## src/rtl/pll_reset_sequencer_if.sv

```systemverilog
// Board-side signals of the PLL reset sequencer: PLL lock/button in, staged resets and diagnostics out.
// All signals are static levels with no valid/ready pairing; inputs are asynchronous to the sequencer clock.
interface pll_reset_sequencer_if;
   logic       pll_locked_i;
   logic       btn_reset_i;
   logic       pll_rst_o;
   logic       periph_rst_n_o;
   logic       cpu_rst_n_o;
   logic [2:0] state_o;
   logic [7:0] relock_count_o;

   modport master (
      input  pll_locked_i,
      input  btn_reset_i,
      output pll_rst_o,
      output periph_rst_n_o,
      output cpu_rst_n_o,
      output state_o,
      output relock_count_o
   );

   modport slave (
      output pll_locked_i,
      output btn_reset_i,
      input  pll_rst_o,
      input  periph_rst_n_o,
      input  cpu_rst_n_o,
      input  state_o,
      input  relock_count_o
   );
endinterface

```

## src/rtl/pll_reset_sequencer.sv

```systemverilog
// Qualifies PLL lock, releases peripheral then CPU reset, restarts the PLL on lock timeout
// and counts lock losses seen while running.
module pll_reset_sequencer #(
   parameter int unsigned SYNC_STAGES         = 2,
   parameter int unsigned LOCK_STABLE_CYCLES  = 1024,
   parameter int unsigned STAGE_GAP_CYCLES    = 16,
   parameter int unsigned LOCK_TIMEOUT_CYCLES = 1048576,
   parameter int unsigned PLL_RST_CYCLES      = 8
) (
   input  logic                    clk,
   input  logic                    reset_n,
   pll_reset_sequencer_if.master   bus
);

   localparam int unsigned MAX_AB = (LOCK_STABLE_CYCLES > STAGE_GAP_CYCLES) ?
                                    LOCK_STABLE_CYCLES : STAGE_GAP_CYCLES;
   localparam int unsigned MAX_CD = (LOCK_TIMEOUT_CYCLES > PLL_RST_CYCLES) ?
                                    LOCK_TIMEOUT_CYCLES : PLL_RST_CYCLES;
   localparam int unsigned MAX_P  = (MAX_AB > MAX_CD) ? MAX_AB : MAX_CD;
   localparam int          CNT_W  = $clog2(MAX_P + 1);

   localparam logic [CNT_W-1:0] STABLE_LAST  = CNT_W'(LOCK_STABLE_CYCLES - 1);
   localparam logic [CNT_W-1:0] GAP_LAST     = CNT_W'(STAGE_GAP_CYCLES - 1);
   localparam logic [CNT_W-1:0] TIMEOUT_LAST = CNT_W'(LOCK_TIMEOUT_CYCLES - 1);
   localparam logic [CNT_W-1:0] PLL_RST_LAST = CNT_W'(PLL_RST_CYCLES - 1);

   typedef enum logic [2:0] {
      WAIT_LOCK  = 3'd0,
      STABLE     = 3'd1,
      REL_PERIPH = 3'd2,
      RUN        = 3'd3,
      PLL_RESET  = 3'd4
   } state_t;

   logic [SYNC_STAGES-1:0] lock_sync_q, lock_sync_d;
   logic [SYNC_STAGES-1:0] btn_sync_q, btn_sync_d;
   state_t                 state_q, state_d;
   logic [CNT_W-1:0]       cnt_q, cnt_d;
   logic                   pll_rst_q, pll_rst_d;
   logic                   periph_rst_n_q, periph_rst_n_d;
   logic                   cpu_rst_n_q, cpu_rst_n_d;
   logic [7:0]             relock_q, relock_d;
   logic                   drop_q, drop_d;
   logic                   drop_loss_q, drop_loss_d;

   logic locked_s;
   logic btn_s;

   assign locked_s = lock_sync_q[SYNC_STAGES-1];
   assign btn_s    = btn_sync_q[SYNC_STAGES-1];

   always_comb begin
      lock_sync_d    = {lock_sync_q[SYNC_STAGES-2:0], bus.pll_locked_i};
      btn_sync_d     = {btn_sync_q[SYNC_STAGES-2:0], bus.btn_reset_i};
      state_d        = state_q;
      cnt_d          = cnt_q + CNT_W'(1);
      pll_rst_d      = pll_rst_q;
      periph_rst_n_d = periph_rst_n_q;
      cpu_rst_n_d    = cpu_rst_n_q;
      relock_d       = relock_q;
      drop_d         = 1'b0;
      drop_loss_d    = 1'b0;

      case (state_q)
         PLL_RESET: begin
            if (cnt_q == PLL_RST_LAST) begin
               state_d   = WAIT_LOCK;
               cnt_d     = '0;
               pll_rst_d = 1'b0;
            end
         end

         // A drop out of RUN is registered first and applied on the following edge;
         // drop_loss_q remembers whether it was a lock loss (counted) or the button (not counted).
         RUN: begin
            cnt_d = '0;
            if (drop_q) begin
               state_d        = WAIT_LOCK;
               periph_rst_n_d = 1'b0;
               cpu_rst_n_d    = 1'b0;
               if (drop_loss_q && (relock_q != 8'hFF)) begin
                  relock_d = relock_q + 8'd1;
               end
            end else if (btn_s) begin
               drop_d      = 1'b1;
               drop_loss_d = 1'b0;
            end else if (!locked_s) begin
               drop_d      = 1'b1;
               drop_loss_d = 1'b1;
            end
         end

         WAIT_LOCK, STABLE, REL_PERIPH: begin
            if (btn_s) begin
               state_d        = WAIT_LOCK;
               cnt_d          = '0;
               periph_rst_n_d = 1'b0;
               cpu_rst_n_d    = 1'b0;
               pll_rst_d      = 1'b0;
            end else if (state_q == WAIT_LOCK) begin
               if (locked_s) begin
                  state_d = STABLE;
                  cnt_d   = '0;
               end else if (cnt_q == TIMEOUT_LAST) begin
                  state_d   = PLL_RESET;
                  cnt_d     = '0;
                  pll_rst_d = 1'b1;
               end
            end else if (!locked_s) begin
               state_d        = WAIT_LOCK;
               cnt_d          = '0;
               periph_rst_n_d = 1'b0;
               cpu_rst_n_d    = 1'b0;
            end else if ((state_q == STABLE) && (cnt_q == STABLE_LAST)) begin
               state_d        = REL_PERIPH;
               cnt_d          = '0;
               periph_rst_n_d = 1'b1;
            end else if ((state_q == REL_PERIPH) && (cnt_q == GAP_LAST)) begin
               state_d     = RUN;
               cnt_d       = '0;
               cpu_rst_n_d = 1'b1;
            end
         end

         default: begin
            state_d        = WAIT_LOCK;
            cnt_d          = '0;
            pll_rst_d      = 1'b0;
            periph_rst_n_d = 1'b0;
            cpu_rst_n_d    = 1'b0;
         end
      endcase
   end

   always_ff @(posedge clk or negedge reset_n) begin
      if (!reset_n) begin
         lock_sync_q    <= '0;
         btn_sync_q     <= '0;
         state_q        <= WAIT_LOCK;
         cnt_q          <= '0;
         pll_rst_q      <= 1'b0;
         periph_rst_n_q <= 1'b0;
         cpu_rst_n_q    <= 1'b0;
         relock_q       <= 8'd0;
         drop_q         <= 1'b0;
         drop_loss_q    <= 1'b0;
      end else begin
         lock_sync_q    <= lock_sync_d;
         btn_sync_q     <= btn_sync_d;
         state_q        <= state_d;
         cnt_q          <= cnt_d;
         pll_rst_q      <= pll_rst_d;
         periph_rst_n_q <= periph_rst_n_d;
         cpu_rst_n_q    <= cpu_rst_n_d;
         relock_q       <= relock_d;
         drop_q         <= drop_d;
         drop_loss_q    <= drop_loss_d;
      end
   end

   assign bus.pll_rst_o      = pll_rst_q;
   assign bus.periph_rst_n_o = periph_rst_n_q;
   assign bus.cpu_rst_n_o    = cpu_rst_n_q;
   assign bus.state_o        = state_q;
   assign bus.relock_count_o = relock_q;

endmodule

```

## src/flat_wrapper.sv

```systemverilog
// flat-port wrapper written by rule: the top's interface ports become plain ports
module pll_reset_sequencer_flat 
#(
   parameter int unsigned SYNC_STAGES         = 2,
   parameter int unsigned LOCK_STABLE_CYCLES  = 1024,
   parameter int unsigned STAGE_GAP_CYCLES    = 16,
   parameter int unsigned LOCK_TIMEOUT_CYCLES = 1048576,
   parameter int unsigned PLL_RST_CYCLES      = 8
)
  (clk, reset_n, bus_pll_locked_i, bus_btn_reset_i, bus_pll_rst_o, bus_periph_rst_n_o, bus_cpu_rst_n_o, bus_state_o, bus_relock_count_o);
  pll_reset_sequencer_if bus_i ();
  input  logic clk;
  input  logic reset_n;
  input wire logic [$bits(bus_i.pll_locked_i)-1:0] bus_pll_locked_i;
  input wire logic [$bits(bus_i.btn_reset_i)-1:0] bus_btn_reset_i;
  output wire logic [$bits(bus_i.pll_rst_o)-1:0] bus_pll_rst_o;
  output wire logic [$bits(bus_i.periph_rst_n_o)-1:0] bus_periph_rst_n_o;
  output wire logic [$bits(bus_i.cpu_rst_n_o)-1:0] bus_cpu_rst_n_o;
  output wire logic [$bits(bus_i.state_o)-1:0] bus_state_o;
  output wire logic [$bits(bus_i.relock_count_o)-1:0] bus_relock_count_o;
  assign bus_i.pll_locked_i = bus_pll_locked_i;
  assign bus_i.btn_reset_i = bus_btn_reset_i;
  assign bus_pll_rst_o = bus_i.pll_rst_o;
  assign bus_periph_rst_n_o = bus_i.periph_rst_n_o;
  assign bus_cpu_rst_n_o = bus_i.cpu_rst_n_o;
  assign bus_state_o = bus_i.state_o;
  assign bus_relock_count_o = bus_i.relock_count_o;
  pll_reset_sequencer #(.SYNC_STAGES(SYNC_STAGES), .LOCK_STABLE_CYCLES(LOCK_STABLE_CYCLES), .STAGE_GAP_CYCLES(STAGE_GAP_CYCLES), .LOCK_TIMEOUT_CYCLES(LOCK_TIMEOUT_CYCLES), .PLL_RST_CYCLES(PLL_RST_CYCLES)) u_core (.clk(clk), .reset_n(reset_n), .bus(bus_i));
endmodule
```

## config.mk

```make
export PLATFORM = sky130hd
export DESIGN_NAME = pll_reset_sequencer_flat
export DESIGN_NICKNAME = d
export VERILOG_FILES = /design/src/rtl/pll_reset_sequencer_if.sv /design/src/rtl/pll_reset_sequencer.sv /design/src/flat_wrapper.sv
export SDC_FILE = /design/constraint.sdc
export NUM_CORES = 1
export LEC_CHECK = 0
export CORE_ASPECT_RATIO = 0.9
export CORE_UTILIZATION = 50
export DETAILED_ROUTE_END_ITERATION = 8
export PLACE_DENSITY = 0.71
export SYNTH_ARGS = -nofsm -noshare
export SYNTH_HDL_FRONTEND = slang
export SYNTH_SLANG_ARGS = --single-unit
```

## constraint.sdc

```tcl
create_clock -name clk -period 4.2 [get_ports clk]
set_clock_uncertainty 0.05 [all_clocks]
set_input_delay 1.26 -clock clk [delete_from_list [all_inputs] [get_ports clk]]
set_output_delay 1.26 -clock clk [all_outputs]
set_load 0.01 [all_outputs]
```

==> impl_results.md <==
- Status: finished, final reports clean
- Final #Nets: 207
- Hold Path Class: flip-flop to flip-flop
- Post-synth EDFFs: 0
- Worst EP required: 2.89 ns
- Syn Area/Cell: 10.8 µm²
- Clock-pin slew on the worst setup and hold paths: 0.07 ns
- First-pass iteration count of the detailed router: 4
- Minimum clock period: 2.71 ns
- DR vias/cell: 5.56
- Ys flop type: dfrtp_1
- Fmax achieved: 369 MHz
- CP endpoint kind: output port
- Initial antenna violation count: 0
- Worst-Margin Slew: 0.877 ns
- CP max stage delay: 0.60 ns
- CTS tree: yes
- Total congestion overflow: 0
- Final Setup Violations: 0
- Antenna Cells: 0
- Crit-path cells: clkdlybuf4s50_1
- Synth Warn #: 0
- Initial Util: 52.5%
- Post-CTS setup buffer count: 0
- Register area share after synthesis: 52.4%
- Synthesized area: 0.00196 mm²
- Worst vdd ir: 0.188 mV
- Largest net degree at the start of global routing: 42
- Largest family of logic cells by synthesized area: simple AND/OR/NAND/NOR gates
- Simple-gate share of the synthesized area: 24.8%
- H-tree depth: 2
- Delay-heaviest family, CP: buffers and inverters
- Worst hold slack: 0.302 ns
- Post-synthesis mux area share: 1.15%
- Vias in the first global route: 1,223
- Share of layout cells above drive strength 1: 7.92%
- Number of I/O port buffers: 17
- Layout area overhead: 14.2%
- Final wirelength: 3500 µm
- Core ar.: 0.00373 mm²
- TritonCTS Sinks: 41
- Max Slew Vio Count: 0
- RSZ-0062 raised after global routing: false
- Pwr/cell area: 302 mW/mm²
- Post-synthesis xor/xnor area fraction: 11.2%
- Die ar.: 0.00417 mm²
- Num CTS Buffers: 5
- Synth Area in Compound Gates: 6.90%
- Syn Inst Count: 181
- Final hold vios: 0
- Root Buffer: clkbuf_8
- Max cap viols: 0
- Post-CTS sizing: 0
- Slowest CP cell: clkdlybuf4s50_1
- Worst path bufs/invs: 1
- Std cell rows: 21
- DRC: 0
- Fin crit share: 64.5%
- Relative slew margins: 41.6%
- Total number of vias: 1,380
- GP Congestion: 0.826
- LEAKAGE: 0.973 nW
- Worst Setup Start Kind: flip-flop
- Hold Buf Count CTS: 0
- Final setup TNS: 0 ns
- Mapped Nets: 187
- Crit Path Category: flip-flop to output port
- Post-Synth Adder-Cell Area: 1.28%
- WL/cell: 14.1 µm
- Flops & latches, synth: 41
- Width of the die: 68.0 µm
- First-iteration detailed-routing DRC count: 134
- Total GRT Usage: 19.0%
- First-pass GRT wire length: 5700 µm
- Hpwl dp: 2470 µm
- I/O pins: 18
- Clock Latency Late Sink: 0.29 ns
- FILL cells: 313
- Distinct cells, synth: 39
- Async S/R FF share, synth: 100%
- Die Y: 61.4 µm
- Max clock buf depth: 2
- Worst Path Arrival: 1.40 ns
- Crit path max fanout: 10
- Post-DRT Antenna Nets: 0
-- final cells by class --
| type | instances | area (µm²) | share of cell area (%) |
|---|---|---|---|
| Inverter | 3 | 11.3 | 0.503 |
| Clock buffer | 6 | 72.6 | 3.24 |
| Tap cell | 46 | 57.6 | 2.57 |
| Clock inverter | 2 | 10.0 | 0.447 |
| Timing Repair Buffer | 18 | 173 | 7.72 |
| Sequential cell | 41 | 1030 | 45.9 |
| Multi-Input combinational cell | 132 | 887 | 39.7 |
-- registers in the layout (all words and copies together), names as in the netlist --
signal,cells
u_core.btn_sync_q,2
u_core.bus.cpu_rst_n_o,1
u_core.bus.periph_rst_n_o,1
u_core.bus.pll_rst_o,1
u_core.bus.relock_count_o,8
u_core.bus.state_o,3
u_core.cnt_q,21
u_core.drop_loss_q,1
u_core.drop_q,1
u_core.lock_sync_q,2
-- where the power goes --
part	internal, W	total, W	leakage (nW)	switching [W]
Combinational	0.0000114	0.0000312	0.366	0.0000198
Sequential	0.000399	0.000404	0.562	0.00000470
Clock	0.000115	0.000241	0.0450	0.000126
-- logic make-up after synthesis --
| group | Yosys count |
|---|---|
| AO/OA/AOI/OAI | 16 |
| multiplexers | 2 |
| AND/OR/NAND/NOR | 87 |
| XOR/XNOR | 25 |
| adder cells (fa/ha/maj) | 2 |
| flip-flops | 41 |
| buffers and inverters | 8 |
-- routing by layer --
| metal | wire (µm) | GRT usage, % | share of wire, % |
|---|---|---|---|
| met1 | 1770 | 28.1 | 51 |
| met2 | 1530 | 26.2 | 44 |
| met3 | 134 | 4.44 | 3.8 |
| met4 | 59 | 8.93 | 1.7 |
| met5 | 0 | 0 | 0 |
-- path summary, 6_finish.rpt --
kind | from | end | slack (ns) | cells past startpoint
hold / removal | u_core.btn_sync_q[0]$_DFF_PN0_ | u_core.btn_sync_q[1]$_DFF_PN0_ | 0.30 | 0
min in group asynchronous | reset_n | u_core.cnt_q[4]$_DFF_PN0_ | 1.03 | 1
setup / recovery | u_core.bus.state_o[0]$_DFFE_PN0P_ | bus_state_o[0] | 1.49 | 1
setup reg to reg | u_core.cnt_q[0]$_DFF_PN0_ | u_core.bus.state_o[1]$_DFFE_PN0P_ | 1.72 | 6
hold reg to reg | u_core.btn_sync_q[0]$_DFF_PN0_ | u_core.btn_sync_q[1]$_DFF_PN0_ | 0.30 | 0
max in group asynchronous | reset_n | u_core.drop_q$_DFF_PN0_ | 2.52 | 1
-- cell usage in the layout (no fill, tap or decap), drive strengths merged, types with 3 or more instances in the layout --
master	n
xor2	15
xnor2	10
nand2	12
nand2b	3
a21oi	3
nor2	25
nor3	4
inv	3
and4	3
clkdlybuf4s50	16
clkbuf	6
nand4	9
dfrtp	41
nor4	5
nand3	9
nor2b	4
-- through the flow --
step	std cells	utilization [%]	worst slack, ns	area, µm²	total power, W
detailed placement	240	57.7	1.74	2150	0.000443
global placement	240	57.7	1.80	2150	0.000442
floorplan	181	-	1.87	1960	0.000429
global route	248	60.0	1.41	2240	0.000706
CTS	248	60.0	1.48	2240	0.000687
finish	248	60.0	1.49	2240	0.000676
-- cells in the mapped netlist (all sizes together), types with 3 or more instances --
| cell type | number | area, µm² |
|---|---|---|
| dfrtp | 41 | 1030 |
| nor2 | 25 | 93.8 |
| xor2 | 15 | 131 |
| nand2 | 12 | 45.0 |
| xnor2 | 10 | 87.6 |
| nand3 | 9 | 45.0 |
| nand4 | 9 | 71.3 |
| nor4 | 5 | 31.3 |
| nor2b | 4 | 25.0 |
| nor3 | 4 | 20.0 |
| a21oi | 3 | 15.0 |
| and4 | 3 | 26.3 |
| clkbuf | 3 | 11.3 |
| inv | 3 | 11.3 |
| nand2b | 3 | 18.8 |
(Power assumes the default switching activity.)
